## config.mk

```make
export PLATFORM = sky130hd
export DESIGN_NAME = serial_adder
export DESIGN_NICKNAME = d
export VERILOG_FILES = /design/src/rtl/serial_adder_pkg.sv /design/src/rtl/full_adder_cell.sv /design/src/rtl/serial_adder.sv
export SDC_FILE = /design/constraint.sdc
export NUM_CORES = 1
export LEC_CHECK = 0
export ABC_AREA = 1
export BUFFER_PORTS_ARGS = -buffer_cell sky130_fd_sc_hd__buf_4
export CAP_MARGIN = 10
export CORE_MARGIN = 2
export CORE_UTILIZATION = 55
export DETAILED_ROUTE_END_ITERATION = 6
export PLACE_DENSITY = 0.78
export SYNTH_ARGS = -nofsm -noshare
export SYNTH_HDL_FRONTEND = slang
export SYNTH_HIERARCHICAL = 1
export SYNTH_SLANG_ARGS = --single-unit
```

## constraint.sdc

```tcl
create_clock -name clk -period 1.4 [get_ports clk]
set_input_delay 0.28 -clock clk [delete_from_list [all_inputs] [get_ports clk]]
set_output_delay 0.28 -clock clk [all_outputs]
set_load 0.01 [all_outputs]
```

## src/rtl/serial_adder_pkg.sv

```systemverilog
// serial_adder_pkg: shared definitions for the bit-serial adder.
//   DEFAULT_WIDTH : default word width (Hack word size).
//   state_t       : FSM state encoding; 2'd3 is illegal and recovers to IDLE.
//   hXor/hAnd/hOr : single-bit gate primitives used to build the adder cell.
package serial_adder_pkg;

    localparam int DEFAULT_WIDTH = 16;

    typedef enum logic [1:0] {
        S_IDLE = 2'd0,
        S_RUN  = 2'd1,
        S_DONE = 2'd2
    } state_t;

    function automatic logic hXor(input logic x, input logic y);
        return x ^ y;
    endfunction

    function automatic logic hAnd(input logic x, input logic y);
        return x & y;
    endfunction

    function automatic logic hOr(input logic x, input logic y);
        return x | y;
    endfunction

endpackage

```

## src/rtl/full_adder_cell.sv

```systemverilog
// full_adder_cell: one-bit full adder built from the gate primitives.
//   a, b  : operand bits
//   cin   : carry in
//   s     : sum bit      = a ^ b ^ cin
//   cout  : carry out    = (a & b) | (cin & (a ^ b))
module full_adder_cell
    import serial_adder_pkg::*;
(
    input  logic a,
    input  logic b,
    input  logic cin,
    output logic s,
    output logic cout
);

    logic p;  // propagate

    assign p    = hXor(a, b);
    assign s    = hXor(p, cin);
    assign cout = hOr(hAnd(a, b), hAnd(cin, p));

endmodule

```

## src/rtl/serial_adder.sv

```systemverilog
// serial_adder: bit-serial two's-complement adder, LSB first, one bit/clock.
//   clk, rst_n   : clock, asynchronous active-low reset
//   start        : request an addition (sampled only when not busy)
//   a, b, cin    : operands and carry-in, captured on the accept edge
//   busy         : high while bits are processed (WIDTH cycles)
//   done         : one-cycle pulse when sum/cout/ovf were just updated
//   sum          : (a + b + cin) mod 2^WIDTH
//   cout         : carry out of the MSB
//   ovf          : signed overflow (carry into MSB ^ carry out of MSB)
module serial_adder
    import serial_adder_pkg::*;
#(
    parameter  int WIDTH = DEFAULT_WIDTH,
    localparam int CNT_W = $clog2(WIDTH)
) (
    input  logic             clk,
    input  logic             rst_n,
    input  logic             start,
    input  logic [WIDTH-1:0] a,
    input  logic [WIDTH-1:0] b,
    input  logic             cin,
    output logic             busy,
    output logic             done,
    output logic [WIDTH-1:0] sum,
    output logic             cout,
    output logic             ovf
);

    state_t           state_q, state_d;
    logic [WIDTH-1:0] a_sh, b_sh, acc;
    logic             c_q;
    logic [CNT_W-1:0] cnt;
    logic             s_bit, c_next;
    logic             last, accept;

    // Single adder cell reused every bit-time.
    full_adder_cell u_fa (
        .a    (a_sh[0]),
        .b    (b_sh[0]),
        .cin  (c_q),
        .s    (s_bit),
        .cout (c_next)
    );

    assign last = (cnt == CNT_W'(WIDTH - 1));

    always_ff @(posedge clk or negedge rst_n) begin
        if (!rst_n) state_q <= S_IDLE;
        else        state_q <= state_d;
    end

    always_comb begin
        state_d = state_q;
        busy    = 1'b0;
        done    = 1'b0;
        accept  = 1'b0;
        case (state_q)
            S_IDLE: begin
                if (start) begin
                    accept  = 1'b1;
                    state_d = S_RUN;
                end
            end
            S_RUN: begin
                busy = 1'b1;
                if (last) state_d = S_DONE;
            end
            S_DONE: begin
                done = 1'b1;
                // Back-to-back issue: DONE accepts exactly like IDLE.
                if (start) begin
                    accept  = 1'b1;
                    state_d = S_RUN;
                end else begin
                    state_d = S_IDLE;
                end
            end
            default: state_d = S_IDLE;
        endcase
    end

    always_ff @(posedge clk or negedge rst_n) begin
        if (!rst_n) begin
            a_sh <= '0;
            b_sh <= '0;
            acc  <= '0;
            c_q  <= 1'b0;
            cnt  <= '0;
            sum  <= '0;
            cout <= 1'b0;
            ovf  <= 1'b0;
        end else if (accept) begin
            a_sh <= a;
            b_sh <= b;
            acc  <= '0;
            c_q  <= cin;
            cnt  <= '0;
        end else if (state_q == S_RUN) begin
            a_sh <= a_sh >> 1;
            b_sh <= b_sh >> 1;
            acc  <= {s_bit, acc[WIDTH-1:1]};
            c_q  <= c_next;
            // Hold cnt inside 0..WIDTH-1 even for non-power-of-two widths.
            cnt  <= last ? '0 : cnt + 1'b1;
            if (last) begin
                sum  <= {s_bit, acc[WIDTH-1:1]};
                cout <= c_next;
                ovf  <= c_q ^ c_next;  // c_q is the carry into the MSB here
            end
        end
    end

endmodule

```

# After elaboration in Yosys (flattened, before gate mapping)

Index checks and enable logic that the tools add are counted.
Widths: inputs -> output; s select.

Mux-type cells: 19
Reductions and logical operators: 5
Bitwise logic cells: 7
$add $sub $neg: 1
Eq/ne operators: 5

Operators by type and width:

| operator            | number |
|---|---|
| $mux 16             | 6 |
| $mux 4              | 3 |
| $mux 1              | 7 |
| $pmux 2 s3          | 1 |
| $add 4x1->4 const B | 1 |
| $eq 4x4->1 const B  | 1 |
| $mux 2              | 2 |
| $ne 2x2->1 const B  | 2 |
| $reduce_and 3->1    | 1 |
| $xor 1x1->1         | 3 |
| $and 1x1->1         | 2 |
| $eq 2x1->1 const B  | 1 |
| $eq 2x2->1 const B  | 1 |
| $logic_not 2->1     | 1 |
| $reduce_and 2->1    | 1 |
| $reduce_bool 2->1   | 1 |
| $reduce_or 2->1     | 1 |
| $not 1->1           | 1 |
| $or 1x1->1          | 1 |

Output and inout bits: 20
Register bits after elaboration: 73

# Depth between registers and ports, before layout

Word-level depth: 5
Mapped depth: 7

# By module

Netlist, hierarchy kept.

Modules (own cells, without submodules):

| module          | cells each | area each (um^2) | times used |
|---|---|---|---|
| serial_adder    | 380        | 3150.5           | 1 |
| full_adder_cell | 1          | 20.0             | 1 |

# Worst setup path after synthesis

Ideal clock, no wire load.

Kind: flip-flop to flip-flop
Start point: register cnt[0]
End point: register sum[5]
Period minus slack after synthesis: 1.278 ns
Data required time: 1.277 ns
Path slack: 0.122 ns
Cell stages (with the launch flop): 7
Path buffers: 2
Arrival time: 1.155 ns
Path through: dfrtp_1 -> ha_1 -> nand3_2 -> buf_2 -> buf_6 -> o21ai_0 -> nand2_1

Longest elaborated chain between the ends: 2

Ends and longest elaborated chain:

| element                    | line                | source |
|---|---|---|
| start: declaration         | serial_adder.sv:32  | `logic [CNT_W-1:0] cnt;` |
| start signal: assignment   | serial_adder.sv:104 | `cnt <= last ? '0 : cnt + 1'b1;` |
| $eq 4x4->1                 | serial_adder.sv:45  | `assign last = (cnt == CNT_W'(WIDTH - 1));` |
| $reduce_and 3->1 (no line) | --                  |  |
| end signal: assignment     | serial_adder.sv:106 | `sum <= {s_bit, acc[WIDTH-1:1]};` |
| end: declaration           | serial_adder.sv:24  | `output logic [WIDTH-1:0] sum,` |

Every way passes these cells.
A chain may end at the register's enable or synchronous reset.

# Worst setup path after layout

Start point: register state_q[0]
End point: output busy

Longest elaborated chain between the ends: 2

Ends and longest elaborated chain:

| element                  | line               | source |
|---|---|---|
| start: declaration       | serial_adder.sv:29 | `state_t state_q, state_d;` |
| start signal: assignment | serial_adder.sv:49 | `else state_q <= state_d;` |
| $eq 2x1->1               | serial_adder.sv:57 | `case (state_q)` |
| $mux 1                   | serial_adder.sv:57 |  |
| end: declaration         | serial_adder.sv:22 | `output logic busy,` |

Every way passes these cells.

==> metrics.txt <==
Clk pin slew, worst setup/hold paths 80 ps; Detailed Route WL 6730 um; total power 8.95 mW; Syn Nets 419; largest net degree at the start of global routing 37; ant diodes 0; CTS H-tree lvls 3; Peak supply drop 0.00126 V; Remaining DRCs 0; Final Util 0.722; initial antenna violation count 0; post-synthesis register bit count 72; Worst setup EP type primary output; period utilisation layout 0.985; Die Ht 79.9 um; Worst Path Max Fanout 5; min Tclk post-route 1380 ps; Synth Warn # 6; HPWL after detailed placement 4500 um; Congestion Overflow GR 0; crit path kind reg2out; RSZ-0062 raised after global routing yes; setup ws final 20.7 ps; pwr dens 2240 nW/um^2; Max Slew Vio Count 0; multi-input combinational cell area 1200 um^2; final hold vios 0; Core ar. 5540 um^2; Leakage 2.09 nW; worst skew pair latency 350 ps; vias 2614; Worst Path Required 1120 ps; cell area after synthesis 3170 um^2; Area Growth Syn to Fin 26.2%; startpoint types flop; initial DRC count 157; gpl congestion 0.802; CTS tree done; clock skew 12.1 ps; synth cell count leaders 204 x nand2_1, 72 x dfrtp_1, 21 x o21ai_0; die area 6390 um^2; Register Area 1800 um^2; register area share after synthesis 0.568; clock sink count 72; MaxCap Viol Count 0; post-synthesis average cell area 8.32 um^2; top cell type's share of synthesized area 0.568; layout cells sized above 1 0.230; relative slew slack 0.777; Bufs on Longest Clock Path 2; gate count after technology mapping 381; crit path DAT 1100 ps; via/cell ratio 4.98; post-synth cell types 24; first-pass GRT wire length 11300 um; TritonCTS Buffers 9; Row Count 27; run status finished, final reports clean; vias in the first global route 2578; slew of the pin with the lowest slew margin 335 ps; Synth area leaders dfrtp_1 57%, nand2_1 24%, o21ai_0 3.3%, o22ai_1 2.6%, inv_1 2.4%; Setup WS pre-CTS -19.3 ps; Final setup viols 0; EDFF count, synth 0; ys flop type dfrtp_1; antenna-violating nets left 0; drt first pass iters 4; area leader, netlist dfrtp_1; asr flop ratio synth 1.00; Port Buffers 55; f_max 725 MHz; clk root buf clkbuf_8; Top-Level Pins 56; fillers 453; final net count 486; Die X 79.9 um; hold crit path type in2reg; wire length per cell 12.8 um; initial core utilization 0.572; most frequent cell after synthesis nand2_1; Total GRT Usage 0.231
==> kinds of logic (layout without fill, tap and decap cells) <==
logic type / count (synthesis) / in the layout / synth area share
DFF: 72 / 72 / 0.568
AOI/OAI and AO/OA: 38 / 38 / 0.0651
buffers and inverters: 40 / 112 / 0.0627
xor gates and xnor gates: 2 / 2 / 0.00553
and+or+nand+nor: 227 / 227 / 0.288
adders and majority gates: 2 / 2 / 0.0103
==> cell usage in the layout, fill, tap and decap left out, types with 2 or more instances in the layout <==
cell type / n
buf_4: 66
o22ai_1: 13
o21ai_0: 20
nand2_1: 204
nand3_1: 12
buf_6: 3
clkbuf_8: 9
nor2_4: 4
xor2_1: 2
nand2_4: 3
clkinvlp_4: 2
buf_12: 3
dfrtp_1: 71
inv_2: 2
o21ai_1: 5
clkinv_4: 2
inv_1: 19
or2_2: 2
clkinv_2: 2
==> area by class of cell <==
type	instances	share of cell area
sequential	72	0.451
multi-input combinational	269	0.300
timing repair buffer	74	0.156
clock buffer	9	0.0310
tap	72	0.0225
inverter	22	0.0219
clock inverter	7	0.0181
==> path summary, 6_finish.rpt <==
path,start,end,slack (ps),depth (start not counted)
min in group asynchronous,rst_n,a_sh[4]$_DFFE_PN0P_,370,2
hold / removal,a[5],a_sh[5]$_DFFE_PN0P_,140,3
hold reg to reg,acc[15]$_DFFE_PN0P_,sum[14]$_DFFE_PN0P_,470,2
setup / recovery,state_q[0]$_DFFE_PN0P_,busy,20,3
max in group asynchronous,rst_n,a_sh[14]$_DFFE_PN0P_,450,3
setup reg to reg,state_q[0]$_DFFE_PN0P_,a_sh[2]$_DFFE_PN0P_,40,8
==> sequential cells by signal (all words and copies together), names as in the netlist <==
name,cells
a_sh,16
b_sh,16
sum,16
acc,15
cnt,4
state_q,2
c_q,1
cout,1
ovf,1
==> repair_timing <==
action	CTS	global route
resized for setup	6	7
endpoints found under the setup margin	14	45
hold buffers	1	0
hold endpoints to repair	24	0
cloned	0	1
buffers inserted	4	0
pin swaps	2	1
==> metal layers <==
layer  vias up  track usage  routed length, um  share of wire
met5         -            0                  0              0
met4         0       0.0966                115          0.017
met3         9       0.0543                304          0.045
met2        62        0.383               3370           0.50
met1      1223        0.292               2950           0.44
li1       1320            -                  -              -
==> per-stage QoR <==
step,TNS [ps],instance area (um^2),hold WS [ps],instances
after global placement,0,3680,203,503
final,0,4000,139,525
after floorplan,0,3170,-15.6,381
after CTS,-13.6,3950,129,524
after detailed placement,-19.3,3680,206,503
after global routing,-129,4000,143,525
==> power by group <==
group          leakage (nW)  total (mW)  switching [mW]  internal, mW
clock                0.0952        1.64           0.816         0.822
combinational          1.10        3.76            2.19          1.56
sequential            0.898        3.55           0.534          3.02
==> worst max-delay path, stage by stage, from the launching register on <==
cell     delay, ps
dfrtp_2        410
inv_2           80
nor2_4         150
buf_6          120
Note: power is estimated with default switching activity, not from simulation.
